`src/rtl/uart_pkg.sv`:
```
`default_nettype none
// ============================================================================
// Module  : uart_pkg
// Brief   : Shared constants and types for the UART transmit path.
// Revision: 1.0
// ============================================================================
package uart_pkg;

    localparam logic [7:0] ESC_CHAR_DEFAULT = 8'h1B;

    typedef enum logic [2:0] {
        IDLE      = 3'd0,
        CMD_ESC   = 3'd1,
        CMD_BYTE  = 3'd2,
        DATA      = 3'd3,
        DATA_ESC2 = 3'd4
    } tx_arb_state_t;

endpackage
`default_nettype wire

```
`src/rtl/uart_tx_arbiter.sv`:
```
`default_nettype none
// ============================================================================
// Module  : uart_tx_arbiter
// Brief   : Shares the UART TX between escaped commands and atomic data frames.
// Revision: 1.0
// ============================================================================
module uart_tx_arbiter
    import uart_pkg::*;
#(
    parameter logic [7:0] ESC_CHAR      = ESC_CHAR_DEFAULT,
    parameter int         CMD_BURST_MAX = 4
) (
    input  logic       CLK_I,
    input  logic       RST_NI,
    input  logic       CMD_VALID_I,
    input  logic [7:0] CMD_I,
    output logic       CMD_READY_O,
    output logic       CMD_DROP_O,
    input  logic       DATA_VALID_I,
    input  logic [7:0] DATA_I,
    input  logic       DATA_LAST_I,
    output logic       DATA_READY_O,
    input  logic       TX_READY_I,
    output logic       WRITE_O,
    output logic [7:0] DATA_O,
    output logic       BUSY_O
);

    localparam int                  c_STREAK_W  = $clog2(CMD_BURST_MAX + 1);
    localparam logic [c_STREAK_W-1:0] c_BURST_MAX = c_STREAK_W'(CMD_BURST_MAX);

    tx_arb_state_t           r_state;
    tx_arb_state_t           w_state;
    logic [7:0]              r_cmd;
    logic [7:0]              w_cmd;
    logic [c_STREAK_W-1:0]   r_streak;
    logic [c_STREAK_W-1:0]   w_streak;
    logic                    w_cmd_win;
    logic                    w_cmd_ready;
    logic                    w_cmd_drop;

    always_ff @(posedge CLK_I or negedge RST_NI) begin
        if (!RST_NI) begin
            r_state  <= IDLE;
            r_cmd    <= 8'h00;
            r_streak <= '0;
        end else begin
            r_state  <= w_state;
            r_cmd    <= w_cmd;
            r_streak <= w_streak;
        end
    end

    assign w_cmd_win = CMD_VALID_I && (!DATA_VALID_I || (r_streak < c_BURST_MAX));

    always_comb begin
        w_state      = r_state;
        w_cmd        = r_cmd;
        w_streak     = r_streak;
        w_cmd_ready  = 1'b0;
        w_cmd_drop   = 1'b0;
        WRITE_O      = 1'b0;
        DATA_O       = 8'h00;
        DATA_READY_O = 1'b0;
        unique case (r_state)
            IDLE: begin
                if (w_cmd_win) begin
                    w_cmd_ready = 1'b1;
                    // An ESC command cannot be framed unambiguously, so it is acknowledged and dropped.
                    if (CMD_I == ESC_CHAR) begin
                        w_cmd_drop = 1'b1;
                    end else begin
                        w_cmd   = CMD_I;
                        w_state = CMD_ESC;
                    end
                end else if (DATA_VALID_I) begin
                    w_state = DATA;
                end
            end
            CMD_ESC: begin
                WRITE_O = 1'b1;
                DATA_O  = ESC_CHAR;
                if (TX_READY_I) begin
                    w_state = CMD_BYTE;
                end
            end
            CMD_BYTE: begin
                WRITE_O = 1'b1;
                DATA_O  = r_cmd;
                if (TX_READY_I) begin
                    w_state = IDLE;
                    if (r_streak != c_BURST_MAX) begin
                        w_streak = r_streak + c_STREAK_W'(1);
                    end
                end
            end
            DATA: begin
                WRITE_O = DATA_VALID_I;
                DATA_O  = DATA_I;
                if (DATA_VALID_I && TX_READY_I) begin
                    if (DATA_I == ESC_CHAR) begin
                        w_state = DATA_ESC2;
                    end else begin
                        DATA_READY_O = 1'b1;
                        if (DATA_LAST_I) begin
                            w_state  = IDLE;
                            w_streak = '0;
                        end
                    end
                end
            end
            DATA_ESC2: begin
                WRITE_O      = 1'b1;
                DATA_O       = ESC_CHAR;
                DATA_READY_O = TX_READY_I;
                if (TX_READY_I) begin
                    if (DATA_LAST_I) begin
                        w_state  = IDLE;
                        w_streak = '0;
                    end else begin
                        w_state = DATA;
                    end
                end
            end
            default: begin
                w_state = IDLE;
            end
        endcase
    end

    // The IDLE handshake depends on live inputs, so hold it off while reset is asserted.
    assign CMD_READY_O = w_cmd_ready & RST_NI;
    assign CMD_DROP_O  = w_cmd_drop & RST_NI;
    assign BUSY_O      = (r_state != IDLE);

endmodule
`default_nettype wire
```
`config.mk`:
```
export PLATFORM = sky130hd
export DESIGN_NAME = uart_tx_arbiter
export DESIGN_NICKNAME = d
export VERILOG_FILES = /design/src/rtl/uart_pkg.sv /design/src/rtl/uart_tx_arbiter.sv
export SDC_FILE = /design/constraint.sdc
export NUM_CORES = 1
export LEC_CHECK = 0
export CAP_MARGIN = 0
export CORE_AREA = 2 2 53 55
export DETAILED_ROUTE_END_ITERATION = 8
export DIE_AREA = 0 0 55 57
export PLACE_DENSITY = 0.7
export REMOVE_ABC_BUFFERS = 1
export SKIP_LAST_GASP = 1
export SYNTH_ARGS = -nofsm -noshare
export SYNTH_HDL_FRONTEND = slang
export SYNTH_SLANG_ARGS = --single-unit
```
`constraint.sdc`:
```
create_clock -name CLK_I -period 1.69 [get_ports CLK_I]
set_clock_uncertainty 0.1 [all_clocks]
set_input_delay 0.169 -clock CLK_I [delete_from_list [all_inputs] [get_ports CLK_I]]
set_output_delay 0.169 -clock CLK_I [all_outputs]
set_load 0.02 [all_outputs]
```
==> results of run 1 <==
==> logic make-up after synthesis <==
group	count (synthesis)	synth area share, %
and+or+nand+nor	43	22.4
adders and majority gates	2	2.53
xor gates and xnor gates	2	1.77
buffers and inverters	12	6.33
muxes	11	11.9
AOI/OAI and AO/OA	27	19.6
DFF	14	35.4
==> state kept, by name (all words and copies together) (netlist names) <==
| name | cells |
|---|---|
| r_cmd | 8 |
| r_state | 3 |
| r_streak | 3 |
==> layout make-up <==
cell class              instances  area, sq um  share of cell area [%]
clock buffers                   4         36.3                    1.99
inverters                       7         26.3                    1.44
multi-input cells              85          686                    37.7
flip-flops and latches         14          354                    19.5
well taps                      31         38.8                    2.13
repair buffers                 78          679                    37.3
==> metal layers <==
metal,share of wire [%],up-vias,GRT usage [%]
met5,0,-,0
met3,3.4,4,1.57
met1,43,565,28.5
met4,0.81,0,6.27
met2,52,23,35.2
li1,-,568,-
==> Yosys cell counts, types with 3 or more instances <==
master	n
nand2_1	7
a22oi_1	4
nand3_1	3
inv_1	6
mux2_2	6
nor2_1	14
mux2i_1	5
and3_1	4
o22ai_1	5
dfrtp_1	14
a21oi_1	4
nand2b_1	3
==> power breakdown <==
group | switching (mW) | internal (mW) | total (mW)
logic | 0.940 | 1.13 | 2.07
registers | 0.136 | 0.494 | 0.630
clock network | 0.114 | 0.131 | 0.245
total | 1.19 | 1.76 | 2.95
==> worst max-delay path: stages (launching register included) <==
cell and delay [ps]:
dfrtp_2 460, buf_4 150, buf_6 110, buf_4 130, nor2_4 140, a22oi_1 110
o22ai_1 140, buf_4 160
==> what timing repair did <==
action / CTS / global route
pin swaps: 9 / 6
setup buffers: 3 / 4
gates cloned: 0 / 0
setup endpoints to repair: 25 / 23
resized for setup: 69 / 26
==> how the worst max path moves through the flow <==
| stage | end | start |
|---|---|---|
| finish | DATA_O[3] | r_state[0] |
| floorplan | r_streak[1] | r_state[0] |
| global route | DATA_O[3] | r_state[0] |
| detailed placement | CMD_DROP_O | CMD_I[5] |
| global placement | CMD_DROP_O | CMD_I[5] |
| CTS | r_streak[1] | r_state[1] |
==> impl_metrics.ini, run 1 <==
[timing]
min_period_ps = 1950
rsz0062_at_grt = yes
max_clock_freq_ghz = 0.514
setup_slack_ps = -255
post-route-period-util_pct = 115
finalHoldWorstSlack_ps = 136
tns_ps = -2540
tightest_slew_ps = 421
hold_violations = 0
maxSlewHeadroom_pct = 71.9
drv_slew = 0
finalSetupViolCount = 24

[clock_network]
cts_max_level = 1
clk_pin_slew_ps = 90
cts_tree = done
clk_path_buf_depth = 2
clock-sinks = 14
cts_root_buf = clkbuf_4
cts_buffers = 3
worstSkewPairLatency_ps = 290
cts.hold.buffers_added = 0

[floorplanning]
start_util_pct = 37.8
row_count = 19
fp.coreArea_sq_um = 2620
num_io_pins = 35
die-height_um = 57
die_x_um = 55
dieArea_sq_um = 3140

[synth]
synth_edf_count = 0
yosys_most_used_dff = dfrtp_1
synth_top_area_share_pct = 35.4
synthDistinctLibCells = 38
yosysSeqAreaShare_pct = 35.4
ys_seq_elements = 14
synth_warnings = 0
synth_area_leaders = dfrtp_1 35%, mux2_2 6.8%, nor2_1 5.3%
syn_avg_cell_area_sq_um = 8.90
synthArstFlopShare_pct = 100
syn_inst = 111
syn_area_sq_um = 988
yosysTopAreaCell = dfrtp_1

[flow_run]
maxCapViolations = 0

[worst_setup_path]
crit_path_start_kind = register
crit_arrival_ps = 1680
critPathKind = reg2out
end_kind = output port
rr_worst_depth = 6
worst_ep_required_time_ps = 1420
r2r_end = r_streak[1]
crit_fanout = 5
r2r_setup_slack_ps = -200
worst_r2r_startpoint = r_state[1]

[layout]
diodes = 0
stdcell_count = 219
drive_gt1_share_pct = 46.3
finalInstanceArea_sq_um = 1820
final_cell_mix = 44 x buf_4, 17 x clkdlybuf4s50_1, 13 x nor2_1, 11 x dfrtp_1
nets = 213
final_common_cell = buf_4
postLayoutCoreUtil_pct = 69.6
area_delta_synth_final_pct = 84.2
fill_cells = 196

[drt]
via_per_inst = 5.30
vias = 1160
post_drt_wl_per_cell_um = 14.1
drtAntennaViolNets = 0
drt_iter0_drc = 14
drtPass1Iterations = 4
drc = 0
drt-total-wl_mm = 3.10

[placed_design]
dpl_cell_area_sq_um = 1610
placed_cells = 208
gp_congestion = 0.865
place_hpwl_mm = 2.27
portBuffers = 34
dp_slack_ps = -503

[power_and_ir_drop]
powerDensity_nw_per_um2 = 1620
p_total_mw = 2.95
p_leak_nw = 0.877
vdd.ir_drop.worst_uv = 1200

[outcome]
violations = setup timing
outcome = finished, violations left

[global_route]
grt_overflow = 0
grt_pass1_vias = 1132
globalRouteTotalUtil_pct = 21.0
grt_pass1_wl_mm = 4.93
antenna_found_initial = 0
grt_max_degree = 15

[worst_hold_path]
hp-class = in2async
(Power assumes the default switching activity.)
==> inputs of run 2 (changes only) <==
--- a/config.mk
+++ b/config.mk
@@ -5,10 +5,12 @@
 export SDC_FILE = /design/constraint.sdc
 export NUM_CORES = 1
 export LEC_CHECK = 0
+export ABC_AREA = 1
 export CAP_MARGIN = 0
-export CORE_AREA = 2 2 53 55
+export CORE_AREA = 2 2 54 56
 export DETAILED_ROUTE_END_ITERATION = 8
-export DIE_AREA = 0 0 55 57
+export DIE_AREA = 0 0 56 58
+export GPL_ROUTABILITY_DRIVEN = 1
 export PLACE_DENSITY = 0.7
 export REMOVE_ABC_BUFFERS = 1
 export SKIP_LAST_GASP = 1
==> impl_metrics.ini, run 2 <==
[outcome]
outcome = finished, violations left
violations = setup timing

[synth]
synthDistinctLibCells = 24
yosysSeqAreaShare_pct = 34.1
synthArstFlopShare_pct = 100
yosys_most_used_dff = dfrtp_1
yosysTopAreaCell = dfrtp_1
ys_seq_elements = 14
synthTopCellsByCount = 42 x nand2_1, 24 x inv_1, 14 x dfrtp_1
synth_warnings = 0
syn_area_sq_um = 1030
syn_avg_cell_area_sq_um = 6.81
synth_area_leaders = dfrtp_1 34%, nand2_1 15%, inv_1 8.8%
syn_inst = 151
yosys.cell_count.top_type = nand2_1
synth_top_area_share_pct = 34.1
synth_edf_count = 0

[timing]
drv_slew = 0
tightest_slew_ps = 211
max_clock_freq_ghz = 0.575
hold_violations = 0
min_period_ps = 1740
finalSetupViolCount = 10
setup_slack_ps = -49.5
rsz0062_at_grt = yes
maxSlewHeadroom_pct = 85.9
post-route-period-util_pct = 103
finalHoldWorstSlack_ps = 187
tns_ps = -225

[clock_network]
cts_tree = done
worstSkewPairLatency_ps = 280
clk_path_buf_depth = 2
cts_root_buf = clkbuf_4
clock-sinks = 14
cts_buffers = 3
clk_pin_slew_ps = 90
cts_max_level = 1

[layout]
final_cell_mix = 41 x nand2_1, 30 x buf_4, 24 x inv_1, 21 x clkdlybuf4s50_1, 12 x dfrtp_1
final_common_cell = nand2_1
fill_cells = 228
drive_gt1_share_pct = 37.4
postLayoutCoreUtil_pct = 66.1
largest_reg_flops = 8
multi_input_area_sq_um = 671
area_delta_synth_final_pct = 71.2
top_register = r_cmd
diodes = 0
regArea_sq_um = 353
reg_top3 = r_cmd (8), r_state (3), r_streak (3)
nets = 244

[power_and_ir_drop]
p_leak_nw = 0.901
powerDensity_nw_per_um2 = 1550
p_total_mw = 2.72
vdd.ir_drop.worst_uv = 994

[drt]
via_per_inst = 4.89
drtAntennaViolNets = 0
vias = 1222
drt_iter0_drc = 17
drtPass1Iterations = 4
post_drt_wl_per_cell_um = 12.3
drt-total-wl_mm = 3.07
drc = 0

[global_route]
grt_pass1_vias = 1164
grt_overflow = 0
grt_max_degree = 17
antenna_found_initial = 0
globalRouteTotalUtil_pct = 18.6
grt_pass1_wl_mm = 4.77

[worst_setup_path]
crit_path_start_kind = register
end_kind = output port
crit_fanout = 9
worst_ep_required_time_ps = 1420
critPathKind = reg2out
crit_arrival_ps = 1470

[floorplanning]
dieArea_sq_um = 3250
die-height_um = 58
die_x_um = 56
fp.coreArea_sq_um = 2660
row_count = 19
num_io_pins = 35
start_util_pct = 38.6

[flow_run]
maxCapViolations = 0

[placed_design]
dp_slack_ps = -374
gp_congestion = 0.857
place_hpwl_mm = 2.27
portBuffers = 34

[worst_hold_path]
hp-class = in2async
[run 2: cell types whose count changed after synthesis, sizes merged, moves of 3 or more]
| cell | delta |
|---|---|
| o21ai | +10 |
| a22oi | -4 |
| mux2i | -5 |
| inv | +23 |
| nand2b | -3 |
| buf | -3 |
| nand2 | +41 |
| nand3 | +8 |
| and3 | -4 |
| mux2 | -6 |
[run 2: cells by family after synthesis]
kind of cell,synth area share (%)
compound gates,13.4
simple gates,37.6
xor+xnor,0.852
flops,34.1
fa+ha+maj,2.43
buf+inv,11.7
[run 2: critical path, cell delays in order, from the launching register on]
cell     delay [ps]
dfrtp_2         440
buf_4           160
inv_1           120
nand2_4         120
o21ai_1         160
buf_2           180
[run 2: report_power, final]
| part | total (mW) | internal (mW) | switching (mW) | leakage [nW] |
|---|---|---|---|---|
| clock | 0.249 | 0.131 | 0.118 | 0.0210 |
| sequential | 0.570 | 0.487 | 0.0825 | 0.173 |
| combinational | 1.90 | 0.838 | 1.06 | 0.707 |
[run 2: layout make-up]
cell class                      instances  area share (%)
Inverter                               29            6.33
Clock buffer                            4            2.06
Timing Repair Buffer                   64            31.3
Tap cell                               31            2.20
Sequential cell                        14            20.0
Multi-Input combinational cell        108            38.1
[run 2: path summary, 6_finish.rpt]
kind                       startpoint          end  slack, ps  cells past startpoint
max                        r_state[0]    DATA_O[0]        -50                      5
min                            RST_NI     r_cmd[3]        190                      2
max reg2reg                r_state[2]  r_streak[2]        100                     10
min reg2reg                  r_cmd[6]     r_cmd[6]        430                      2
max in group asynchronous      RST_NI   r_state[0]       1120                      2
min in group CLK_I           CMD_I[0]     r_cmd[0]        360                      3
[run 2: repair_timing]
action | in CTS | in global routing
setup buffers | 2 | 1
pin swaps | 3 | 7
hold buffers | 0 | 0
gates resized for setup | 73 | 25
endpoints found under the setup margin | 13 | 23
gates cloned | 0 | 1
[run 2: per-stage QoR]
stage	std cells	cell area, sq um
floorplan	150	1020
global placement	242	1600
detailed placement	242	1600
CTS	248	1650
global route	250	1760
finish	250	1760
[run 2: routing by layer]
metal / global-route usage (%) / share of wire [%]
met3: 3.13 / 4.1
met1: 22.5 / 43
met2: 33.3 / 52
met5: 0 / 0
met4: 7.14 / 1.2
==> inputs of run 3 (changes only) <==
--- a/config.mk
+++ b/config.mk
@@ -7,11 +7,13 @@
 export LEC_CHECK = 0
 export ABC_AREA = 1
 export CAP_MARGIN = 0
-export CORE_AREA = 2 2 54 56
+export CELL_PAD_IN_SITES_DETAIL_PLACEMENT = 0
+export CELL_PAD_IN_SITES_GLOBAL_PLACEMENT = 2
+export CORE_AREA = 2 2 73 75
 export DETAILED_ROUTE_END_ITERATION = 8
-export DIE_AREA = 0 0 56 58
+export DIE_AREA = 0 0 75 77
 export GPL_ROUTABILITY_DRIVEN = 1
-export PLACE_DENSITY = 0.7
+export PLACE_DENSITY = 0.71
 export REMOVE_ABC_BUFFERS = 1
 export SKIP_LAST_GASP = 1
 export SYNTH_ARGS = -nofsm -noshare
==> impl_metrics.ini, run 3 (same netlist as run 2, synthesis figures left out) <==
[power_and_ir_drop]
powerDensity_nw_per_um2 = 1550
p_total_mw = 3.05
vdd.ir_drop.worst_uv = 568
p_leak_nw = 0.959

[floorplanning]
start_util_pct = 20.7
num_io_pins = 35
die_x_um = 75
row_count = 26
dieArea_sq_um = 5780
fp.coreArea_sq_um = 4980
die-height_um = 77

[clock_network]
cts_max_level = 1
cts_buffers = 3
worstSkewPairLatency_ps = 240
cts_root_buf = clkbuf_8
clk_path_buf_depth = 2
cts.hold.buffers_added = 0
cts_tree = done
clock-sinks = 14
clk_pin_slew_ps = 60

[drt]
via_per_inst = 4.08
drt_iter0_drc = 40
drt-total-wl_mm = 3.50
drc = 0
vias = 1199
drtPass1Iterations = 4
post_drt_wl_per_cell_um = 11.9
drtAntennaViolNets = 0

[placed_design]
portBuffers = 34
gp_congestion = 0.776
dpl_cell_area_sq_um = 1680
place_hpwl_mm = 2.66
dp_slack_ps = -439
placed_cells = 284

[timing]
drv_slew = 0
tightest_slew_ps = 281
maxSlewHeadroom_pct = 81.2
rsz0062_at_grt = yes
hold_violations = 0
post-route-period-util_pct = 104
tns_ps = -243
finalHoldWorstSlack_ps = 189
min_period_ps = 1750
max_clock_freq_ghz = 0.571
setup_slack_ps = -61.0
finalSetupViolCount = 6

[layout]
diodes = 0
reg_top3 = r_cmd (8), r_state (3), r_streak (3)
stdcell_count = 294
nets = 249
drive_gt1_share_pct = 41.5
final_common_cell = nand2_1
area_delta_synth_final_pct = 91.6
fill_cells = 547
finalInstanceArea_sq_um = 1970
final_cell_mix = 38 x nand2_1, 35 x buf_4, 24 x inv_1, 21 x clkdlybuf4s50_1, 14 x dfrtp_1
postLayoutCoreUtil_pct = 39.6
top_register = r_cmd
largest_reg_flops = 8

[worst_hold_path]
hp-class = in2async

[outcome]
outcome = finished, violations left
violations = setup timing

[worst_setup_path]
end_kind = output port
crit_path_start_kind = register
worst_ep_required_time_ps = 1420
crit_arrival_ps = 1480
crit_fanout = 5
critPathKind = reg2out

[global_route]
grt_pass1_wl_mm = 5.64
grt_pass1_vias = 1228
antenna_found_initial = 0
globalRouteTotalUtil_pct = 12.4
grt_overflow = 0
grt_max_degree = 17

[flow_run]
maxCapViolations = 0
-- run 3: path summary, 6_finish.rpt --
path	startpoint	depth (start not counted)	slack (ps)	to
worst min register to register	r_cmd[1]	2	420	r_cmd[1]
worst min-delay path	RST_NI	2	190	r_cmd[6]
min in group CLK_I	CMD_I[0]	3	400	r_cmd[0]
worst max register to register	r_state[1]	9	10	r_cmd[1]
max in group asynchronous	RST_NI	2	1110	r_state[0]
worst max-delay path	r_state[1]	8	-60	DATA_READY_O
-- run 3: worst max-delay path, stage by stage (launching register included) --
cell,delay [ps]
dfrtp_1,420
inv_2,80
nor2_4,150
nand2_4,90
buf_12,130
clkinv_8,50
nand3_4,60
a21oi_2,140
buf_6,130
-- run 3: routing by layer --
| metal | up-vias | GRT usage (%) | share of wire (%) | routed length, um |
|---|---|---|---|---|
| met4 | 0 | 4.82 | 0.97 | 34 |
| li1 | 622 | - | - | - |
| met3 | 2 | 0.394 | 2.2 | 78 |
| met5 | - | 0 | 0 | 0 |
| met2 | 21 | 19.6 | 47 | 1660 |
| met1 | 554 | 17.4 | 49 | 1730 |
-- run 3: layout make-up --
type | instances | area, sq um | share of cell area, %
sequential | 14 | 350 | 17.8
timing repair buffer | 69 | 629 | 31.9
multi-input combinational | 108 | 727 | 36.9
clock buffer | 4 | 55.1 | 2.79
tap | 70 | 87.6 | 4.44
inverter | 29 | 121 | 6.16
-- run 3: repair_timing --
item	in CTS	in global routing
gates cloned	0	1
resized for setup	69	46
pin swaps	2	9
setup buffers	3	2
setup endpoints to repair	13	24
-- run 3: where the power goes --
group	internal, mW	switching [mW]	total [mW]
Combinational	0.988	1.17	2.16
Clock	0.206	0.120	0.327
Sequential	0.484	0.0811	0.565
